`config.mk`:
```
export PLATFORM = sky130hd
export DESIGN_NAME = mux8_rr_arbiter
export DESIGN_NICKNAME = d
export VERILOG_FILES = /design/src/rtl/arb_pkg.sv /design/src/rtl/rr_pick8.sv /design/src/rtl/mux8_rr_arbiter.sv
export SDC_FILE = /design/constraint.sdc
export NUM_CORES = 1
export LEC_CHECK = 0
export ABC_CLOCK_PERIOD_IN_PS = 7000
export BUFFER_PORTS_ARGS = -buffer_cell sky130_fd_sc_hd__buf_4
export CORE_MARGIN = 2
export CORE_UTILIZATION = 55
export DETAILED_ROUTE_END_ITERATION = 6
export PLACE_DENSITY = 0.84
export SLEW_MARGIN = 15
export SYNTH_ARGS = -nofsm -noshare
export SYNTH_HDL_FRONTEND = slang
export SYNTH_SLANG_ARGS = --single-unit
```
`constraint.sdc`:
```
create_clock -name clk -period 7 [get_ports clk]
set_input_delay 0.7 -clock clk [delete_from_list [all_inputs] [get_ports clk]]
set_output_delay 0.7 -clock clk [all_outputs]
set_load 0.02 [all_outputs]
```
`src/rtl/arb_pkg.sv`:
```
// Shared types and constants for the 8-way round-robin mux arbiter.
package arb_pkg;

    localparam int unsigned N_REQ = 8;
    localparam int unsigned SEL_W = 3;

    typedef enum logic [1:0] {
        ARB_IDLE    = 2'd0,
        ARB_GRANT   = 2'd1,
        ARB_RELEASE = 2'd2
    } arb_state_t;

    // One-hot grant vector for a binary requester index.
    function automatic logic [N_REQ-1:0] onehot(input logic [SEL_W-1:0] idx);
        return N_REQ'(1) << idx;
    endfunction

endpackage : arb_pkg

```
`src/rtl/rr_pick8.sv`:
```
// Combinational round-robin pick: first set request at or above ptr, wrapping mod 8.
module rr_pick8
    import arb_pkg::*;
(
    input  logic [N_REQ-1:0] req,
    input  logic [SEL_W-1:0] ptr,
    output logic [SEL_W-1:0] idx,
    output logic             found
);

    logic [SEL_W-1:0] cand;

    // Scan upward from ptr; the first hit wins, later hits are ignored.
    always_comb begin
        idx   = '0;
        found = 1'b0;
        cand  = '0;
        for (int unsigned i = 0; i < N_REQ; i++) begin
            cand = ptr + SEL_W'(i);
            if (!found && req[cand]) begin
                idx   = cand;
                found = 1'b1;
            end
        end
    end

endmodule : rr_pick8

```
`src/rtl/mux8_rr_arbiter.sv`:
```
// Round-robin owner arbitration for a shared 8:1 mux with hold-limit preemption
// and a one-cycle turnaround so sel never moves under a live grant.
module mux8_rr_arbiter
    import arb_pkg::*;
#(
    parameter int unsigned MAX_HOLD = 16
) (
    input  logic             clk,
    input  logic             rst_n,
    input  logic [N_REQ-1:0] req,
    input  logic             done,
    output logic [N_REQ-1:0] grant,
    output logic [SEL_W-1:0] sel,
    output logic             busy,
    output logic             timeout
);

    // A zero-width counter is illegal, so the disabled case keeps one unused bit.
    localparam int unsigned HCNT_W = (MAX_HOLD == 0) ? 1 : $clog2(MAX_HOLD + 1);
    localparam logic [HCNT_W-1:0] HOLD_LAST = HCNT_W'((MAX_HOLD == 0) ? 0 : (MAX_HOLD - 1));
    localparam logic              HOLD_EN   = (MAX_HOLD != 0);

    arb_state_t        state_q, state_d;
    logic [N_REQ-1:0]  grant_q, grant_d;
    logic [SEL_W-1:0]  sel_q, sel_d;
    logic              busy_q, busy_d;
    logic              timeout_q, timeout_d;
    logic [SEL_W-1:0]  ptr_q, ptr_d;
    logic [HCNT_W-1:0] hold_q, hold_d;

    logic [SEL_W-1:0]  pick_idx;
    logic              pick_found;
    logic              release_c;
    logic              preempt_c;

    rr_pick8 u_pick (
        .req   (req),
        .ptr   (ptr_q),
        .idx   (pick_idx),
        .found (pick_found)
    );

    // State and output registers; reset clears the grant without waiting for a clock.
    always_ff @(posedge clk or negedge rst_n) begin
        if (!rst_n) begin
            state_q   <= ARB_IDLE;
            grant_q   <= '0;
            sel_q     <= '0;
            busy_q    <= 1'b0;
            timeout_q <= 1'b0;
            ptr_q     <= '0;
            hold_q    <= '0;
        end else begin
            state_q   <= state_d;
            grant_q   <= grant_d;
            sel_q     <= sel_d;
            busy_q    <= busy_d;
            timeout_q <= timeout_d;
            ptr_q     <= ptr_d;
            hold_q    <= hold_d;
        end
    end

    // Next-state and next-output logic; done only matters while an owner holds the mux.
    always_comb begin
        state_d   = state_q;
        grant_d   = grant_q;
        sel_d     = sel_q;
        busy_d    = busy_q;
        timeout_d = 1'b0;
        ptr_d     = ptr_q;
        hold_d    = hold_q;
        release_c = 1'b0;
        preempt_c = 1'b0;

        case (state_q)
            ARB_IDLE, ARB_RELEASE: begin
                grant_d = '0;
                busy_d  = 1'b0;
                if (pick_found) begin
                    state_d = ARB_GRANT;
                    grant_d = onehot(pick_idx);
                    sel_d   = pick_idx;
                    busy_d  = 1'b1;
                    ptr_d   = pick_idx + SEL_W'(1);
                    hold_d  = '0;
                end else begin
                    state_d = ARB_IDLE;
                end
            end

            ARB_GRANT: begin
                release_c = done || !req[sel_q];
                preempt_c = HOLD_EN && (hold_q == HOLD_LAST) && !release_c;
                if (release_c || preempt_c) begin
                    state_d   = ARB_RELEASE;
                    grant_d   = '0;
                    busy_d    = 1'b0;
                    timeout_d = preempt_c;
                end else if (HOLD_EN && (hold_q != '1)) begin
                    hold_d = hold_q + HCNT_W'(1);
                end
            end

            default: begin
                state_d = ARB_IDLE;
                grant_d = '0;
                busy_d  = 1'b0;
            end
        endcase
    end

    assign grant   = grant_q;
    assign sel     = sel_q;
    assign busy    = busy_q;
    assign timeout = timeout_q;

endmodule : mux8_rr_arbiter
```
---- Word level (Yosys, flattened, before mapping) ----
Cells that the tools add are included.
word-level totals
  bits in registers ....................... 23
  bits of input ports ..................... 11
  output and inout bits ................... 13
operators by class
  $add $sub $neg .......................... 9
  order comparisons ....................... 9
  equality and inequality tests ........... 8
  shift-type cells ........................ 1
  mux-type cells .......................... 49
  reductions and logical operators ........ 24
operator list
  kind                                                                           count
  3-bit by 4-bit less-than comparator with 1-bit output (second input constant)  9
  1-bit binary-select mux with 3-bit select                                      9
  3-bit 2-to-1 mux                                                               8
  1-bit 2-to-1 mux                                                               22
  8-bit 2-to-1 mux                                                               2
  8-bit one-hot mux with 2 select lines                                          1
  5-bit 2-to-1 mux                                                               3
  3-bit adder (second input constant)                                            4
  5-bit one-hot mux with 2 select lines                                          1
  1-bit zero test                                                                9
  1-bit logical AND                                                              8
  2-bit != test (second input constant)                                          4
  1-bit by 3-bit left shift with 8-bit output (first input constant)             1
  3-bit by 1-bit adder with 3-bit output (second input constant)                 2
  3-bit by 2-bit adder with 3-bit output (second input constant)                 2
  5-bit by 1-bit adder with 5-bit output (second input constant)                 1
  5-bit by 4-bit == test with 1-bit output (second input constant)               1
  5-bit != test (second input constant)                                          1
  2-bit one-hot mux with 2 select lines                                          1
  4-bit AND reduction                                                            1
  2-bit by 1-bit == test with 1-bit output (second input constant)               1
  2-bit == test (second input constant)                                          1
  2-bit zero test                                                                1
  1-bit logical OR                                                               2
  5 further kinds                                                                5

---- Logic depth before layout (Yosys ltp) ----
  word-level depth ........................ 27
  gate-level depth with buffers ........... 16
  gate-level depth less buffers ........... 13

---- By module ----
A second synthesis with hierarchy kept.
unflattened totals
  cells, all modules ...................... 218
  area total of the unflattened synthesis .. 2,195.9 um^2
modules (own cells, without submodules)
  module           times used  cells an instance  area each (um^2)
  mux8_rr_arbiter  1           97                 1,114.8
  rr_pick8         1           121                1,081.0

---- Worst setup path before layout ----
No wires, ideal clock.
  kind .................................... register to register
  start ................................... register ptr_q[0]
  end ..................................... register ptr_q[2]
  setup time .............................. 125 ps
  arrival time ............................ 3,196 ps
  data required time ...................... 6,875 ps
  slack ................................... 3,679 ps
  stages on the path, launching flop included .. 17
  clock period less this slack ............ 3,321 ps
  path through ............................ dfrtp_1 -> buf_6 -> buf_4 -> inv_1 -> ha_1 -> buf_1 -> mux4_2 -> mux2_2 -> nor3b_4 -> inv_2 -> a221oi_2 -> a32oi_2 -> inv_2 -> nor2_1 -> ha_1 -> nand2_1 -> o21ai_1
between the ends
  cells in the longest elaborated chain, start to end .. 25
  elaborated cells between the ends (all ways) .. 55
  classes of those cells .................. add/sub: 8; mux: 32; reduce/logical: 15
ends and longest elaborated chain
  item                                                                             RTL line               source
  start, declared                                                                  mux8_rr_arbiter.sv:28  logic [SEL_W-1:0] ptr_q, ptr_d;
  start signal, assigned                                                           mux8_rr_arbiter.sv:59  ptr_q <= ptr_d;
  branches (longest 23 deep; another with 3-bit by 1-bit adder with 3-bit output)  --
  3-bit 2-to-1 mux *                                                               rr_pick8.sv:20         if (!found && req[cand]) begin
  named net pick_idx[1]                                                            mux8_rr_arbiter.sv:31  logic [SEL_W-1:0] pick_idx;
  3-bit by 1-bit adder with 3-bit output *                                         mux8_rr_arbiter.sv:85  ptr_d = pick_idx + SEL_W'(1);
Mark *: on every way through the listed nets, which the timed path passes. The select of a mux whose other input is x is not followed.
A chain may end at the register's enable or synchronous reset.

---- Worst setup path in the final report ----
  start ................................... register ptr_q[1]
  end ..................................... register hold_q[3]
between the ends
  cells in the longest elaborated chain, start to end .. 26
  elaborated cells between the ends (all ways) .. 47
  classes of those cells .................. add/sub: 7; eq/ne: 1; mux: 24; reduce/logical: 15
ends and longest elaborated chain
  item                                                                             RTL line               source
  branches (longest 23 deep; another with 3-bit by 1-bit adder with 3-bit output)  --
  1-bit 2-to-1 mux *                                                               rr_pick8.sv:20
  2-bit != test (no line) *                                                        --
  4-bit AND reduction (no line) *                                                  --
  end signal, assigned                                                             mux8_rr_arbiter.sv:60  hold_q <= hold_d;
  end, declared                                                                    mux8_rr_arbiter.sv:29  logic [HCNT_W-1:0] hold_q, hold_d;
Mark *: on every way between the ends. The select of a mux whose other input is x is not followed.

==> flow_summary.yaml <==
grt:
  antenna_found_initial: 0
  use_met1: 0.3554
  grt_max_degree: 28
  grt-ovfl-total: 0
  first_global_vias: 1681
  grt_busiest_layer: "met2"
  grt.met3_usage: 0.04429
  grtUsageMet2: 0.3888
  grt_usage: 0.2459
  grt_pass1_wl_mm: 8.245
setup_path:
  cp_data_required_time_ns: 7.18
  r2r_setup_slack_ns: 3.05
  rr_worst_depth: 8
  startpoint_type: "register"
  slowest_stage: "a41oi_2"
  path_max_fanout: 20
  crit_path_cell_trace: "inv_1 -> ha_1 -> mux4_2 -> nor3b_4 -> a41oi_2 -> nor2_2 -> or3_1 -> a21oi_1"
  max_stage_delay_ns: 0.76
  r2r-start: "ptr_q[1]"
  worst_setup_path_end_kind: "register"
  cp.arrival_ns: 4.13
  worstSetupPathType: "reg -> reg"
  rr_endpoint: "hold_q[3]"
floorplan:
  die-area_um2: 4374
  core.rowCount: 22
  initial_utilization: 0.5756
  ios: 24
  core-area_um2: 3689
  die_height_um: 66.14
  chipWidth_um: 66.14
synth:
  yosys-top-cells-count: "nand2_1 (27), dfrtp_1 (22), mux2i_1 (14), mux4_2 (14), nor2_1 (14)"
  synthXorXnorAreaFrac: 0.01945
  synthTopCellsByArea: "dfrtp_1 (26%), mux4_2 (15%), mux2i_1 (6.6%)"
  synth_fp_nets: 230
  synth_most_common_cell: "nand2_1"
  synth_edf_count: 0
  synthFlopType: "dfrtp_1"
  syn_area_per_cell_um2: 10.11
  ys_seq_area_frac: 0.2593
  synthSimpleGateAreaFrac: 0.1438
  netlist_instances: 210
  synthAdderAreaFrac: 0.05303
  yosysWarnings: 0
  syn_area_um2: 2123
  synth_top_family_by_area: "multiplexers"
  synth_top_area_cell: "dfrtp_1"
  synth-compound-area-share: 0.1756
  synth_top_area_frac: 0.2593
  ys_ff_latch: 22
  ys_types: 56
  synthMuxAreaShare: 0.2923
  synthArstFlopShare: 1.000
final_layout:
  fin_util: 0.6337
  nets: 249
  multi_input_comb_area_um2: 1453
  num_antenna_cells: 0
  regArea_um2: 550.5
  fillers: 322
  area.growth.synth_to_final_pct: 10.08
  drive_above_1_share: 0.2819
timing:
  tightest_slew_ns: 0.9797
  fmax_mhz: 253.0
  rsz0062_at_grt: "no"
  fin_crit_sh: 0.5648
  setup-tns-final_ns: 0
  relSlewSlack: 0.3456
  finalWorstSetupSlack_ns: 3.047
  final.min_clock_period_ns: 3.953
  drv_slew: 0
  finalHoldViolCount: 0
  skew_ns: 0.008271
  final-setup-viol-count: 0
clock_network:
  post-cts-setup-buffers: 0
  cts_hold_buf: 0
  cts_num_sinks: 22
  cts_resized: 0
  cts_made_buffers: 3
  path_clk_slew_ns: 0.07
  cts_max_level: 1
  clockBufferDepth: 2
  worstSkewPairLatency_ns: 0.26
  clock-root-buffer: "clkbuf_8"
  cts_tree: "done"
detailed_routing:
  wire_per_inst_um: 17.69
  drc: 0
  drtIter0Drc: 92
  ant_nets: 0
  via_count: 1756
  drt-total-wl_mm: 4.866
  routed_via_density: 6.385
  drt_pass1_iterations: 4
place:
  preCtsSetupSlack_ns: 3.087
  routabilityCongestion: 1.004
  dp_hpwl_mm: 3.625
  io_buffers: 23
status:
  status: "completed"
flow_run:
  max-cap-violations: 0
min_path:
  hp-class: "in -> async"
-- area by class of cell --
cell class,instances,area share
Tap cell,48,0.02570
Clock buffer,3,0.01767
Sequential cell,22,0.2355
Inverter,14,0.02248
Multi-Input combinational cell,164,0.6215
Timing Repair Buffer,24,0.07709
-- worst max-delay path by stage --
stage                   from        end  slack, ns  cells past startpoint
detailed placement  ptr_q[1]  hold_q[3]       3.09                      8
global route        ptr_q[1]  hold_q[3]       2.75                      8
finish              ptr_q[1]  hold_q[3]       3.05                      8
CTS                 ptr_q[1]  hold_q[3]       3.07                      8
global placement    ptr_q[1]  hold_q[3]       3.21                      8
floorplan           ptr_q[0]   ptr_q[2]       3.68                     16
-- critical path: cells and delay by family (launching register included) --
| kind | cells | cell delay (ns) |
|---|---|---|
| AO/OA/AOI/OAI | 2 | 0.90 |
| multiplexers | 1 | 0.65 |
| buffers and inverters | 1 | 0.28 |
| flip-flops | 1 | 0.64 |
| AND/OR/NAND/NOR | 3 | 0.78 |
| adder cells (fa/ha/maj) | 1 | 0.62 |
-- logic make-up after synthesis --
kind of cell	count (synthesis)
simple gates	62
compound gates	48
mux	42
buf+inv	24
flops	22
fa+ha+maj	9
xor+xnor	3
-- per-stage QoR --
step | hold slack (ns) | instance area [um2] | cells
6_report | 0.3075 | 2337 | 275
5_1_grt | 0.3229 | 2337 | 275
4_1_cts | 0.3165 | 2337 | 275
3_5_place_dp | 0.4851 | 2296 | 272
3_3_place_gp | 0.4763 | 2296 | 272
2_1_floorplan | 0.4044 | 2123 | 210
-- placed cells by master, fill, tap and decap left out, drive strengths merged, types with 3 or more instances in the layout --
| cell type | Yosys | final |
|---|---|---|
| dfrtp | 22 | 22 |
| and3 | 3 | 3 |
| ha | 9 | 9 |
| nand2b | 5 | 5 |
| mux2 | 14 | 14 |
| a21oi | 9 | 9 |
| o21ai | 12 | 12 |
| nor2 | 16 | 16 |
| a32o | 4 | 4 |
| a22oi | 3 | 3 |
| mux4 | 14 | 14 |
| mux2i | 14 | 14 |
| a221oi | 4 | 4 |
| clkbuf | 1 | 3 |
| buf | 9 | 24 |
| inv | 13 | 13 |
| nand2 | 27 | 27 |
-- state kept, by name, summed over array words and instances (netlist names) --
name and cells:
grant 8, hold_q 5, ptr_q 3, sel 3, state_q 2, timeout 1
-- routing by layer --
| layer | share of wire | wire, um |
|---|---|---|
| met5 | 0 | 0 |
| met4 | 0.011 | 55 |
| met3 | 0.076 | 370 |
| met2 | 0.46 | 2242 |
| met1 | 0.45 | 2198 |
Power is not shown: default switching activity piles up to over one toggle a cycle in this logic, so the estimate is an artifact.
